**config.mk**
```make
export PLATFORM = sky130hd
export DESIGN_NAME = wb_uart_tx
export DESIGN_NICKNAME = d
export VERILOG_FILES = /design/src/rtl/wb_uart_tx.sv
export SDC_FILE = /design/constraint.sdc
export NUM_CORES = 1
export LEC_CHECK = 0
export CORE_MARGIN = 10
export CORE_UTILIZATION = 50
export CTS_CLUSTER_DIAMETER = 120
export DETAILED_ROUTE_END_ITERATION = 16
export GPL_TIMING_DRIVEN = 0
export PLACE_DENSITY_LB_ADDON = 0.3
export SLEW_MARGIN = 20
export SYNTH_ARGS = -nofsm -noshare
export SYNTH_HDL_FRONTEND = slang
export SYNTH_SLANG_ARGS = --single-unit
```
**constraint.sdc**
```tcl
create_clock -name clk_i -period 11.35 [get_ports clk_i]
set_input_delay 1.7025 -clock clk_i [delete_from_list [all_inputs] [get_ports clk_i]]
set_output_delay 1.7025 -clock clk_i [all_outputs]
set_load 0.02 [all_outputs]
```
**src/rtl/wb_uart_tx.sv**
```systemverilog
// Wishbone-attached UART transmitter: an 8N1 serialiser fed by a byte FIFO.
// It also exposes status and baud-divisor registers.
module wb_uart_tx #(
    parameter int CLK_FREQ   = 25_000_000,
    parameter int BAUDRATE   = 115200,
    parameter int FIFO_DEPTH = 8
) (
    input  logic        clk_i,
    input  logic        rst_i,
    input  logic [31:0] wb_addr_i,
    input  logic [31:0] wb_wdata_i,
    output logic [31:0] wb_rdata_o,
    input  logic        wb_wr_en_i,
    input  logic [3:0]  wb_byte_en_i,
    input  logic        wb_stb_i,
    input  logic        wb_cyc_i,
    output logic        wb_ack_o,
    output logic        ser_tx_o
);
    localparam int          AW      = $clog2(FIFO_DEPTH);
    localparam logic [15:0] DIV_RST = 16'(CLK_FREQ / BAUDRATE);
    localparam logic [AW:0] DEPTH_L = (AW + 1)'(FIFO_DEPTH);

    typedef enum logic [1:0] {IDLE, START, DATA, STOP} state_e;

    logic [7:0]    mem_q [FIFO_DEPTH];
    logic [7:0]    mem_d [FIFO_DEPTH];
    logic [AW-1:0] wptr_q, wptr_d, rptr_q, rptr_d;
    logic [AW:0]   level_q, level_d;
    logic          ovf_q, ovf_d, ack_q, ack_d;
    logic [15:0]   clkdiv_q, clkdiv_d, div_new;
    logic [31:0]   rdata_q, rdata_d, status;

    state_e        state_q;
    logic [15:0]   timer_q, bitdiv_q;
    logic [2:0]    idx_q;
    logic [7:0]    shift_q;
    logic          ser_tx_q;

    logic          full, empty, busy, pop, req, wr, rd, push, push_ok;
    logic [1:0]    sel;
    logic          unused_bits;

    assign full    = (level_q == DEPTH_L);
    assign empty   = (level_q == '0);
    assign busy    = (state_q != IDLE);
    assign pop     = (state_q == IDLE) && !empty;
    assign req     = wb_stb_i & wb_cyc_i & ~ack_q;
    assign wr      = req & wb_wr_en_i;
    assign rd      = req & ~wb_wr_en_i;
    assign sel     = wb_addr_i[3:2];
    assign push    = wr && (sel == 2'd0) && wb_byte_en_i[0];
    // FULL is judged on the pre-pop level, so a push into a full FIFO drops even if a pop happens now
    assign push_ok = push && !full;
    assign status  = {20'b0, 4'(level_q), 4'b0, ovf_q, busy, empty, full};
    assign unused_bits = ^{wb_addr_i[31:4], wb_addr_i[1:0], wb_wdata_i[31:16], wb_byte_en_i[3:2]};

    always_comb begin
        mem_d    = mem_q;
        wptr_d   = wptr_q;
        rptr_d   = rptr_q;
        ovf_d    = ovf_q;
        clkdiv_d = clkdiv_q;
        div_new  = clkdiv_q;
        ack_d    = req;
        rdata_d  = '0;
        if (push_ok) begin
            mem_d[wptr_q] = wb_wdata_i[7:0];
            wptr_d        = wptr_q + AW'(1);
        end
        if (push && full)
            ovf_d = 1'b1;
        if (pop)
            rptr_d = rptr_q + AW'(1);
        level_d = level_q + {{AW{1'b0}}, push_ok} - {{AW{1'b0}}, pop};
        if (wr && sel == 2'd1 && wb_byte_en_i[0] && wb_wdata_i[3])
            ovf_d = 1'b0;
        if (wr && sel == 2'd2) begin
            if (wb_byte_en_i[0]) div_new[7:0]  = wb_wdata_i[7:0];
            if (wb_byte_en_i[1]) div_new[15:8] = wb_wdata_i[15:8];
            clkdiv_d = (div_new == 16'd0) ? 16'd1 : div_new;
        end
        if (rd) begin
            case (sel)
                2'd1:    rdata_d = status;
                2'd2:    rdata_d = {16'b0, clkdiv_q};
                default: rdata_d = '0;
            endcase
        end
    end

    always_ff @(posedge clk_i or posedge rst_i) begin
        if (rst_i) begin
            mem_q    <= '{default: '0};
            wptr_q   <= '0;
            rptr_q   <= '0;
            level_q  <= '0;
            ovf_q    <= 1'b0;
            clkdiv_q <= DIV_RST;
            ack_q    <= 1'b0;
            rdata_q  <= '0;
        end else begin
            mem_q    <= mem_d;
            wptr_q   <= wptr_d;
            rptr_q   <= rptr_d;
            level_q  <= level_d;
            ovf_q    <= ovf_d;
            clkdiv_q <= clkdiv_d;
            ack_q    <= ack_d;
            rdata_q  <= rdata_d;
        end
    end

    // Divisor is captured per frame so a mid-frame CLKDIV write only affects the next frame
    always_ff @(posedge clk_i or posedge rst_i) begin
        if (rst_i) begin
            state_q  <= IDLE;
            timer_q  <= '0;
            bitdiv_q <= '0;
            idx_q    <= '0;
            shift_q  <= '0;
            ser_tx_q <= 1'b1;
        end else begin
            case (state_q)
                IDLE: if (pop) begin
                    shift_q  <= mem_q[rptr_q];
                    bitdiv_q <= clkdiv_q;
                    timer_q  <= clkdiv_q - 16'd1;
                    ser_tx_q <= 1'b0;
                    state_q  <= START;
                end
                START: if (timer_q == '0) begin
                    timer_q  <= bitdiv_q - 16'd1;
                    idx_q    <= '0;
                    ser_tx_q <= shift_q[0];
                    state_q  <= DATA;
                end else timer_q <= timer_q - 16'd1;
                DATA: if (timer_q == '0) begin
                    timer_q <= bitdiv_q - 16'd1;
                    if (idx_q == 3'd7) begin
                        ser_tx_q <= 1'b1;
                        state_q  <= STOP;
                    end else begin
                        idx_q    <= idx_q + 3'd1;
                        shift_q  <= shift_q >> 1;
                        ser_tx_q <= shift_q[1];
                    end
                end else timer_q <= timer_q - 16'd1;
                STOP: if (timer_q == '0) state_q <= IDLE;
                      else timer_q <= timer_q - 16'd1;
                default: state_q <= IDLE;
            endcase
        end
    end

    assign wb_ack_o   = ack_q;
    assign wb_rdata_o = rdata_q;
    assign ser_tx_o   = ser_tx_q;
endmodule

```
==> flow_summary.ini <==
[timing]
tightestPinTransition_ns = 0.8490
fmax_mhz = 252.4
slew_headroom_pct = 42.80
grt_setup_unrepaired = no
finalCriticalPeriod_ns = 3.962
finalHoldViolations = 0
slew_viol_final = 0
finalCritPeriodShare_pct = 34.91
setup_viol = 0
tns_ns = 0
finalClockSkew_ns = 0.01086

[critical_path]
cp.arrival_ns = 4.27
path_cells = clkdlybuf4s50_1, and3b_1, clkbuf_1, and3_1, and3_1, buf_2, inv_2, ha_1, inv_1, ha_1, inv_1, fa_1, xnor2_1
cpLargestDelayFamily = buffers and inverters
crit_slowest_cell = clkdlybuf4s50_1
path_class = primary input to flip-flop
crit_path_end_kind = flip-flop
cp.required_ns = 11.66
startpoint_type = primary input
cp_num_buf_inv = 6
path_max_fanout = 6
slowest_delay_ns = 0.45

[finish]
area_growth_pct = 15.45
fin_nets = 912
drive_above_1_share_pct = 22.89
n_antenna_cell = 0

[power_and_ir_drop]
ir_worst_vdd_uv = 118.1
cellPowerDensity_nw_per_um2 = 163.7
p_leak_nw = 4.428
p_total_w = 0.001561

[clock_network]
cts_setup_buffers = 0
root_buffer = clkbuf_16
cts_max_level = 4
hold_buffers = 0
cts_buffers = 17
clk_pin_slew_ns = 0.07
clockBufferDepth = 2
cts_resized = 0
clock_latency_ns = 0.42
cts_tree = yes
cts.sinks = 154

[die]
die_area_um2 = 22060
fp.dieW_um = 148.5
rows = 46
start_util_pct = 51.43
die_h_um = 148.5
io_pins = 107
fp.coreArea_um2 = 16060

[route]
drtPass1Iterations = 5
wire_per_inst_um = 19.17
drt_first_iter_violations = 539
antenna_left = 0
vias = 6031
via_per_inst = 5.766
post-route-drc-count = 0
totalWireLength_um = 20050

[yosys]
synthXorXnorAreaFrac_pct = 4.227
synth_area_leader_cell = dfrtp_1
synthMuxAreaShare_pct = 17.56
synth_adder_area_share_pct = 3.424
synthCells = 747
synth_top_family_by_area = multiplexers
yosys.area.top_type_share_pct = 44.84
synthFlopType = dfrtp_1
yosys.area_share.simple_pct = 13.68
synth_area_um2 = 8259
ys_seq_area_share_pct = 46.75
async_flop_share_pct = 100.0
synth_edf_count = 0
synth_area_leaders = dfrtp_1 (45%), mux2_2 (12%), mux4_2 (4.4%)
yosysWarnings = 0
syn_avg_cell_area_um2 = 11.06
synth-seq-cells = 154
synth-compound-area-share_pct = 9.074
synth_cell_types = 79

[placement]
place_congestion = 0.9399
dp_hpwl_um = 14460
portBuffers = 35

[global_route]
grt_util_all_layers_pct = 18.57
grt_start_max_net_pins = 81
overflow = 0
grt_pass1_wl_um = 33110
grt_pass1_vias = 6264
antenna_found_initial = 0

[run]
cap_violations = 0

[run_status]
outcome = complete, no violations

[hold_path]
hold_class = flip-flop to flip-flop
## placed cells by master (no fill, tap or decap), types with 17 or more instances in the layout
cell type        instances
dfrtp_1                148
nand2_1                 93
mux2_2                  87
o21ai_0                 36
clkdlybuf4s50_1         35
nor2_1                  34
inv_1                   23
clkbuf_1                22
ha_1                    21
xor2_1                  20
xnor2_1                 18
buf_4                   17
clkbuf_16               17
## worst min-delay path, stage by stage (launching register included)
cell and delay, ns:
dfstp_2 0.37, inv_1 0.04, o21ai_0 0.08
## per-stage QoR
stage	utilization, %	cells	hold slack (ns)	instance area (µm²)	setup WS (ns)
2_1_floorplan	-	762	0.4670	8315	5.508
3_3_place_gp	55.65	1013	0.4815	8936	3.636
3_5_place_dp	55.87	1014	0.4873	8971	6.996
4_1_cts	59.38	1046	0.5033	9535	7.385
5_1_grt	59.38	1046	0.5183	9535	7.225
6_report	59.38	1046	0.5009	9535	7.388
## sequential cells by signal, summed over array words and instances, names as in the netlist
| register | count |
|---|---|
| mem_q | 64 |
| bitdiv_q | 16 |
| clkdiv_q | 16 |
| timer_q | 16 |
| wb_rdata_o | 16 |
| shift_q | 8 |
| level_q | 4 |
| idx_q | 3 |
| rptr_q | 3 |
| wptr_q | 3 |
| state_q | 2 |
| ovf_q | 1 |
| ser_tx_o | 1 |
| wb_ack_o | 1 |
## synthesized netlist by cell type, types with 4 or more instances
master    number
a211oi_1       4
a21oi_1       16
a22o_1         6
a22oi_1        9
a31oi_1        4
and2_1         9
and3_1         4
buf_1          5
buf_2          8
buf_4         17
clkbuf_1      21
dfrtp_1      148
dfstp_2        6
ha_1          21
inv_1         24
mux2_2        87
mux2i_1       11
mux4_2        16
nand2_1       93
nand2b_1       8
nand3_1        9
nand3b_1       6
nor2_1        34
nor3_1        16
nor4_1         8
o211ai_1       4
o21ai_0       36
or3_1          6
xnor2_1       18
xor2_1        20
## report_power, final
group / leakage (nW) / internal [W] / switching (W)
Sequential: 2.02 / 0.000606 / 0.0000729
Combinational: 2.12 / 0.000159 / 0.000174
Clock: 0.279 / 0.000296 / 0.000253
## cell type report
| class | count | area, µm² |
|---|---|---|
| well taps | 216 | 270.3 |
| flip-flops and latches | 154 | 3861 |
| inverters | 25 | 101.3 |
| clock inverters | 13 | 121.4 |
| repair buffers | 36 | 377.9 |
| multi-input cells | 525 | 4021 |
| fillers | 1292 | 6523 |
| plain buffers | 58 | 339.1 |
| clock buffers | 19 | 442.9 |
## path summary, 6_finish.rpt
path	slack, ns	start	endpoint	cells after the start
max	7.39	wb_cyc_i	level_q[2]	13
min	0.50	ser_tx_o	ser_tx_o	2
max reg2reg	7.71	level_q[2]	level_q[2]	13
min reg2reg	0.50	ser_tx_o	ser_tx_o	2
max in group asynchronous	8.84	rst_i	idx_q[1]	3
min in group asynchronous	1.73	rst_i	level_q[3]	2
## cells by family after synthesis
group,count (synthesis)
simple gates,221
flops,154
mux,114
compound gates,113
buf+inv,83
xor+xnor,39
fa+ha+maj,22
other cells,1
## metal layers
metal  track usage, %  share of wire, %
met1            24.02                44
met4            5.253               1.5
met5                0                 0
met2            30.79                49
met3            3.823               5.3
No activity file was read; power rests on OpenSTA's default activity.
